[src/rtl/biquad_cascade.sv]
// rtl/biquad_cascade.sv - N-stage Direct Form I biquad cascade built around one shared multiplier
// Define BIQUAD_COEF_SHADOW_EN to write coefficients into a shadow bank that coef_commit copies to the live bank.
module biquad_cascade #(
  parameter int DATA_WIDTH = 16,
  parameter int COEF_FRAC  = 14,
  parameter int N_STAGES   = 4
) (
  input  logic                  clk,
  input  logic                  reset,
  input  logic [DATA_WIDTH-1:0] sample_in,
  input  logic                  start,
  output logic                  ready,
  output logic [DATA_WIDTH-1:0] sample_out,
  output logic                  out_valid,
  input  logic [DATA_WIDTH-1:0] coef_in,
  input  logic [3:0]            coef_stage,
  input  logic [2:0]            coef_sel,
  input  logic                  coef_write,
  input  logic                  coef_commit
);

  localparam int AW = 2 * DATA_WIDTH + 4;
  localparam int SW = (N_STAGES > 1) ? $clog2(N_STAGES) : 1;
  localparam logic [SW-1:0] LAST_STAGE = SW'(N_STAGES - 1);
  localparam logic signed [AW-1:0] ACC_RND = AW'(longint'(1) <<< (COEF_FRAC - 1));
  localparam logic signed [AW-1:0] Y_MAX = AW'((longint'(1) <<< (DATA_WIDTH - 1)) - 1);
  localparam logic signed [AW-1:0] Y_MIN = AW'(-(longint'(1) <<< (DATA_WIDTH - 1)));

  typedef enum logic [1:0] {
    IDLE,
    MAC,
    WB
  } state_t;

  state_t state, state_next;

  logic [SW-1:0]                stage;
  logic [2:0]                   k;
  logic signed [AW-1:0]         acc;
  logic signed [DATA_WIDTH-1:0] x_cur;
  logic signed [DATA_WIDTH-1:0] x1 [N_STAGES];
  logic signed [DATA_WIDTH-1:0] x2 [N_STAGES];
  logic signed [DATA_WIDTH-1:0] y1 [N_STAGES];
  logic signed [DATA_WIDTH-1:0] y2 [N_STAGES];
  logic signed [DATA_WIDTH-1:0] coef [N_STAGES][5];

  logic signed [DATA_WIDTH-1:0]   coef_val;
  logic signed [DATA_WIDTH-1:0]   op_val;
  logic signed [2*DATA_WIDTH-1:0] prod;
  logic signed [AW-1:0]           prod_ext;
  logic signed [AW-1:0]           acc_sh;
  logic signed [DATA_WIDTH-1:0]   y_sat;

  assign ready = (state == IDLE);

  // Operand order k=0..4 pairs b0,b1,b2,a1,a2 with x0,x1,x2,y1,y2.
  always_comb begin
    coef_val = coef[stage][k];
    op_val   = '0;
    case (k)
      3'd0:    op_val = x_cur;
      3'd1:    op_val = x1[stage];
      3'd2:    op_val = x2[stage];
      3'd3:    op_val = y1[stage];
      3'd4:    op_val = y2[stage];
      default: op_val = '0;
    endcase
    prod     = coef_val * op_val;
    prod_ext = {{(AW - 2 * DATA_WIDTH){prod[2*DATA_WIDTH-1]}}, prod};
  end

  always_comb begin
    acc_sh = acc >>> COEF_FRAC;
    if (acc_sh > Y_MAX) begin
      y_sat = Y_MAX[DATA_WIDTH-1:0];
    end else if (acc_sh < Y_MIN) begin
      y_sat = Y_MIN[DATA_WIDTH-1:0];
    end else begin
      y_sat = acc_sh[DATA_WIDTH-1:0];
    end
  end

  always_ff @(posedge clk or negedge reset) begin
    if (!reset) begin
      state <= IDLE;
    end else begin
      state <= state_next;
    end
  end

  always_comb begin
    state_next = state;
    case (state)
      IDLE:    if (start) state_next = MAC;
      MAC:     if (k == 3'd4) state_next = WB;
      WB:      state_next = (stage == LAST_STAGE) ? IDLE : MAC;
      default: state_next = IDLE;
    endcase
  end

  always_ff @(posedge clk or negedge reset) begin
    if (!reset) begin
      acc        <= '0;
      x_cur      <= '0;
      stage      <= '0;
      k          <= '0;
      sample_out <= '0;
      out_valid  <= 1'b0;
      for (int s = 0; s < N_STAGES; s++) begin
        x1[s] <= '0;
        x2[s] <= '0;
        y1[s] <= '0;
        y2[s] <= '0;
      end
    end else begin
      out_valid <= 1'b0;
      case (state)
        IDLE: begin
          if (start) begin
            x_cur <= sample_in;
            stage <= '0;
            k     <= '0;
            acc   <= ACC_RND;
          end
        end
        MAC: begin
          if (k >= 3'd3) begin
            acc <= acc - prod_ext;
          end else begin
            acc <= acc + prod_ext;
          end
          k <= k + 3'd1;
        end
        WB: begin
          x2[stage] <= x1[stage];
          x1[stage] <= x_cur;
          y2[stage] <= y1[stage];
          y1[stage] <= y_sat;
          if (stage == LAST_STAGE) begin
            sample_out <= y_sat;
            out_valid  <= 1'b1;
          end else begin
            x_cur <= y_sat;
            stage <= stage + SW'(1);
            k     <= '0;
            acc   <= ACC_RND;
          end
        end
        default: ;
      endcase
    end
  end

`ifdef BIQUAD_COEF_SHADOW_EN
  logic signed [DATA_WIDTH-1:0] shadow [N_STAGES][5];
  logic                         commit_pending;

  // A commit seen while busy waits for IDLE so a sample never mixes banks.
  always_ff @(posedge clk or negedge reset) begin
    if (!reset) begin
      commit_pending <= 1'b0;
      for (int s = 0; s < N_STAGES; s++) begin
        for (int c = 0; c < 5; c++) begin
          coef[s][c]   <= '0;
          shadow[s][c] <= '0;
        end
      end
    end else begin
      for (int s = 0; s < N_STAGES; s++) begin
        for (int c = 0; c < 5; c++) begin
          if (coef_write && coef_stage == 4'(s) && coef_sel == 3'(c)) begin
            shadow[s][c] <= coef_in;
          end
        end
      end
      if (state == IDLE && (coef_commit || commit_pending)) begin
        commit_pending <= 1'b0;
        for (int s = 0; s < N_STAGES; s++) begin
          for (int c = 0; c < 5; c++) begin
            coef[s][c] <= shadow[s][c];
          end
        end
      end else if (coef_commit) begin
        commit_pending <= 1'b1;
      end
    end
  end
`else
  logic unused_commit;
  assign unused_commit = coef_commit;

  always_ff @(posedge clk or negedge reset) begin
    if (!reset) begin
      for (int s = 0; s < N_STAGES; s++) begin
        for (int c = 0; c < 5; c++) begin
          coef[s][c] <= '0;
        end
      end
    end else begin
      for (int s = 0; s < N_STAGES; s++) begin
        for (int c = 0; c < 5; c++) begin
          if (coef_write && coef_stage == 4'(s) && coef_sel == 3'(c)) begin
            coef[s][c] <= coef_in;
          end
        end
      end
    end
  end
`endif

endmodule
[config.mk]
export PLATFORM = sky130hd
export DESIGN_NAME = biquad_cascade
export DESIGN_NICKNAME = d
export VERILOG_FILES = /design/src/rtl/biquad_cascade.sv
export SDC_FILE = /design/constraint.sdc
export NUM_CORES = 2
export LEC_CHECK = 0
export ABC_AREA = 1
export CORE_AREA = 5 5 380 382
export DETAILED_ROUTE_END_ITERATION = 6
export DIE_AREA = 0 0 385 387
export PLACE_DENSITY = 0.5
export SLEW_MARGIN = 20
export SYNTH_ARGS = -nofsm -noshare
export SYNTH_HDL_FRONTEND = slang
export SYNTH_SLANG_ARGS = --single-unit
[constraint.sdc]
create_clock -name clk -period 9.6 [get_ports clk]
set_input_delay 1.92 -clock clk [delete_from_list [all_inputs] [get_ports clk]]
set_output_delay 1.92 -clock clk [all_outputs]
set_load 0.005 [all_outputs]
---- Word-level counts from Yosys, hierarchy flattened ----
Index checks and enable logic that the tools add are counted.
storage, ports and cells
  output and inout port bits .............. 18
  memories ................................ 0
  RAM bits ................................ 0
  register bits after elaboration ......... 652
  bits in latches ......................... 0
  input bits .............................. 44
  ROM bits ................................ 0
operators by class
  equality and inequality tests ........... 17
  mux-type cells .......................... 46
  $mul .................................... 1
  div/mod/pow operators ................... 0
  shifts and indexed selects .............. 0
  bitwise operators ....................... 2
  add/subtract/negate cells ............... 4
  reduce and logical (&&, ||, !) cells .... 35
  magnitude comparators ................... 6
operator list
  cell                    count
  $bwmux W64              4
  $mux W16                15
  $bmux W80 S2            1
  $mux W80                2
  $bmux W16 S2            4
  $mux W36                3
  $pmux W36 S3            1
  $pmux W16 S5            1
  $bmux W16 S3            1
  $add A36 B32 Y36        1
  $sub A36 B32 Y36        1
  $demux W16 S2           1
  $mul A16 B16 Y32        1
  $pmux W16 S2            1
  $logic_and A1 B1 Y1     25
  $gt A22 B16 Y1 const B  1
  $lt A22 B16 Y1 const B  1
  $eq A3 B2 Y1 const B    4
  $pmux W3 S3             1
  $eq A4 B2 Y1 const B    2
  $mux W2                 4
  $eq A3 B1 Y1 const B    2
  $eq A3 B3 Y1 const B    2
  $logic_not A3 Y1        2
  other kinds (22)        30

---- Depth between registers and ports, before layout ----
  depth in word-level cells ............... 11
  depth in mapped cells ................... 61

---- Worst setup path after synthesis ----
OpenSTA, ideal clock, no wires.
  path kind ............................... register -> register
  start ................................... reg k[2]
  end ..................................... reg acc[35]
  slack ................................... 684 ps
  buffers on the path ..................... 3
  cell stages (with the launch flop) ...... 47
  required time ........................... 9482 ps
  arrival ................................. 8798 ps
  clock period less this slack ............ 8916 ps
  cell sequence ........................... dfrtp_1 > inv_1 > buf_2 > clkbuf_1 > ha_1 > clkinv_1 > clkbuf_1 > nor2_1 > nor3_1 > nor2_1 > inv_1 > fa_1 > inv_1 > fa_1 > fa_1 > fa_1 > fa_1 > inv_1 > [... 11 more ...] > nand2_1 > nor2_1 > nand2_1 > nand2_2 > nand2_1 > a21oi_2 > xnor2_1 > ha_1 > nand2_1 > nor2_1 > inv_1 > nor4_1 > nand3_1 > nand3_1 > xor2_1 > nand3_1 > nand3_1 > nand2_1
on the way
  word-level cells in the longest chain between the ends .. 8
  elaborated cells between the ends (all ways) .. 16
  classes of those cells .................. add/sub (2); mul (1); order compare (1); eq/ne (4); mux (6); bitwise (1); reduce/logical (1)
ends and longest elaborated chain
  item                                                         RTL line  text
  start: declaration                                           38        logic [2:0] k;
  start signal: assignment                                     132       k <= k + 3'd1;
  $not A3 Y4 (not written as such)                             58        coef_val = coef[stage][k];
  $bmux W16 S3                                                 58
  $mux W16 (not written as such) (2 in a row)                  58
  $mul A16 B16 Y32                                             68        prod = coef_val * op_val;
  $add A36 B32 Y36 / $sub A36 B32 Y36 (equally long branches)  130, 128
  $mux W36 *                                                   127       if (k >= 3'd3) begin
  $pmux W36 S3 *                                               117       case (state)
  end signal: assignment                                       128       acc <= acc - prod_ext;
  end signal: assignment                                       130       acc <= acc + prod_ext;
  end: declaration                                             39        logic signed [AW-1:0] acc;
Every way passes the cells marked *; elsewhere a longest branch is shown, timed or not. The select of a mux whose other input is x is not followed.
A chain may end at the register's enable or synchronous reset.

---- Worst setup path in the final report ----
  start ................................... reg stage[0]
  end ..................................... reg acc[28]
on the way
  word-level cells in the longest chain between the ends .. 11
  elaborated cells between the ends (all ways) .. 28
  classes of those cells .................. add/sub (2); mul (1); eq/ne (2); mux (21); bitwise (1); reduce/logical (1)
ends and longest elaborated chain
  item                                                         RTL line  text
  start: declaration                                           37        logic [SW-1:0] stage;
  start signal: assignment                                     144       stage <= stage + SW'(1);
  $not A2 Y3 (not written as such)                             --
  $bmux W80 S2                                                 58
  $mux W80 (not written as such) (2 in a row)                  58
  $bmux W16 S3                                                 58
  $mux W16 (not written as such) (2 in a row)                  58
  $mul A16 B16 Y32                                             68
  $add A36 B32 Y36 / $sub A36 B32 Y36 (equally long branches)  130, 128
  $mux W36                                                     127
  $pmux W36 S3                                                 117
Parallel ways exist; a longest one is shown, timed or not. The select of a mux whose other input is x is not followed.

==> results.md <==
- Vias in the first global route: 35.2k
- Mapped cell area: between 40000 and 50000 sq um
- Clock sinks: roughly 640
- Fmax: 108 MHz
- ANT cells: 0
- Row cnt: approximately 140
- Number of nets in the layout: around 6k
- Synth Instances: ~5.3k
- Post-DR vias/cell: 4.76
- Syn_nets: 5685
- CP Class: reg2reg
- Clk_lat worst skew: approximately 0.67 ns
- Min cycle time layout: ~9 ns
- Initial drt markers: ~2.6k
- Synth Register Bits: around 640
- Top FF cell, synth: dfrtp_1
- DP Cell Count: 7326
- WHS Path Cells: 2
- DIE AREA: 149000 sq um
- Worst Setup Start Kind: flip-flop
- Worst Path Arrival: 9.71 ns
- Core ar.: about 140000 sq um
- P&R area growth vs syn: 23.7%
- Drt drc: 0
- Post-route cell area: 51700 sq um
- Cts hold-fix bufs: 0
- Met2 wire len: 61200 um
- Die width: slightly below 400 um
- TritonCTS Buffers: between 70 and 80
- # IOs: between 60 and 70
- WHS: ~0.48 ns
- Yosys warnings: 0
- Max-Cap Viols: 0
- First-pass GRT wire length: a little over 200000 um
- CTS tree: done
- Initial antenna violation count: 0
- Initial core utilization: 0.297
- Worst EP required: about 10 ns
- Synth area leader: dfrtp_1
- # port buffers: 60
- Relative max-transition margin: 0.283
- Endpoint class of the critical path: flip-flop
- Met1 WL: about 63000 um
- Worst-Margin Slew: ~1.1 ns
- Worst path most repeated cell: buf_4
- RSZ-0062 raised after global routing: true
- EDFF count, synth: 0
- Register area: roughly 16000 sq um
- Synth area leaders: dfrtp_1 38%, fa_1 13%, nand2_1 13%, o21ai_0 9.3%, inv_1 5.3%
- Status: finished, final reports clean
- Pin count of the biggest net entering global routing: 150
- DRT Pass-1 Iters: 5
- CTS root buffer: clkbuf_16
- Multi-input gate area: 23200 sq um
- Routed len/inst: around 18 um
- Dpl hpwl: 90800 um
- Die H: about 390 um
- H-tree Lvls: 3
- Min-delay worst type: reg2reg
- Share of synthesized registers carrying an async set or reset: 1.00
- GRT Overall Usage: 0.174
- Final Setup Violations: 0
- Max Used Layer: met4
- Fill cell count: about 15k
- Final Non-Filler Cells: approximately 7.5k
- Clock Skews: 0.0325 ns
- Longest Clk Path Bufs: 3
- Final Cycle Share: 0.961
- ANT nets after route: 0
- Pins over their slew limit: 0
- Clock transition at path regs: 0.06 ns
- Overflow after GRT: 0
- Area after DPL: around 47000 sq um
- Crit-path max cell delay: a little under 0.6 ns
- Final Hold Fails: 0
- DR vias: approximately 36k
- Crit-path slowest cell: fa_2
- WL met3: ~5700 um
- Post-synthesis sequential area ratio: 0.380
- Most frequent cell after synthesis: nand2_1
- Routed wire length: 133000 um
- Worst Reg-to-Reg Cells: 53
- Distinct cells, synth: 58
- Placer Congestion: 0.866
- CP max FO: 11
- Synth Area per Inst: roughly 8.0 sq um
- Synth cell count leaders: 1400 x nand2_1, 776 x o21ai_0, 636 x dfrtp_1
- Post-synth top area share: 0.380
- Layout cells sized above 1: 0.162
-- final timing paths --
check	from	end	slack, ns
setup / recovery	stage[0]	acc[28]	0.37
hold / removal	coef[262]	coef[262]	0.48
setup reg to reg	stage[0]	acc[28]	0.37
hold reg to reg	coef[262]	coef[262]	0.48
max in group asynchronous	reset	stage[0]	6.90
min in group asynchronous	reset	y1[22]	1.26
-- stage by stage --
stage                      util  setup TNS [ns]  worst slack [ns]
final                     0.368               0             0.375
after global routing      0.368          -0.758            -0.135
after CTS                 0.354        -0.00963          -0.00963
after detailed placement  0.336         -0.0750           -0.0419
after global placement    0.335          -0.213           -0.0712
after floorplan               -               0             0.684
-- state kept, by name (all words and copies together), names as in the netlist --
name / count
state: 2
k: 3
acc: 36
y2: 64
out_valid: 1
stage: 2
x2: 64
x1: 64
x_cur: 16
sample_out: 16
coef: 320
y1: 48
-- layer usage --
layer,GRT usage,vias to the layer above
met5,0,-
met4,0.0427,0
met3,0.0262,156
met2,0.280,709
met1,0.246,17500
li1,-,17400
-- cell usage in the layout (no fill, tap or decap), drive strengths merged, types with 2 or more instances in the layout --
master         count
a21boi             3
a21oi            218
a221oi             4
a22oi             14
a31oi              7
a32o              37
a41oi             12
buf              491
bufinv             5
clkbuf           121
clkdlybuf4s50     59
clkinv            20
clkinvlp           4
dfrtp            636
fa               264
ha               126
inv              620
nand2           1412
nand3            128
nand3b             8
nand4             22
nor2             427
nor3              26
nor4              10
o2111ai            2
o211ai            16
o21a               6
o21ai            801
o21bai             6
o221ai            14
o22ai             42
or2                5
xnor2             24
xor2              39
-- area by class of cell --
| type | instances | area share |
|---|---|---|
| Inverter | 624 | 0.0464 |
| Clock inverter | 22 | 0.00561 |
| Multi-Input combinational cell | 3681 | 0.448 |
| Sequential cell | 636 | 0.308 |
| Timing Repair inverter | 3 | 0.000798 |
| Tap cell | 1890 | 0.0457 |
| Timing Repair Buffer | 560 | 0.103 |
| Clock buffer | 111 | 0.0428 |
-- kinds of logic (layout without fill, tap and decap cells) --
group,count (synthesis),count (layout),share of synthesized area
fa+ha+maj,390,390,0.164
compound gates,1187,1187,0.157
xor+xnor,63,63,0.0134
buf+inv,934,1320,0.0897
flops,636,636,0.380
simple gates,2041,2041,0.195
-- what timing repair did --
action                                  4_1_cts  5_1_grt
cloned                                        1       13
pin swaps                                     1       66
gates resized for setup                       7      289
buffers inserted                              1       53
endpoints found under the setup margin       12       19
-- critical path, delay by kind of cell, from the launching register on --
kind	cells	cell delay, ns
buffers and inverters	18	2.09
XOR/XNOR	1	0.14
AND/OR/NAND/NOR	18	1.72
adder cells (fa/ha/maj)	8	3.72
AO/OA/AOI/OAI	8	0.89
flip-flops	1	0.43
Power is not shown: default switching activity piles up to over one toggle a cycle in this logic, so the estimate is an artifact.
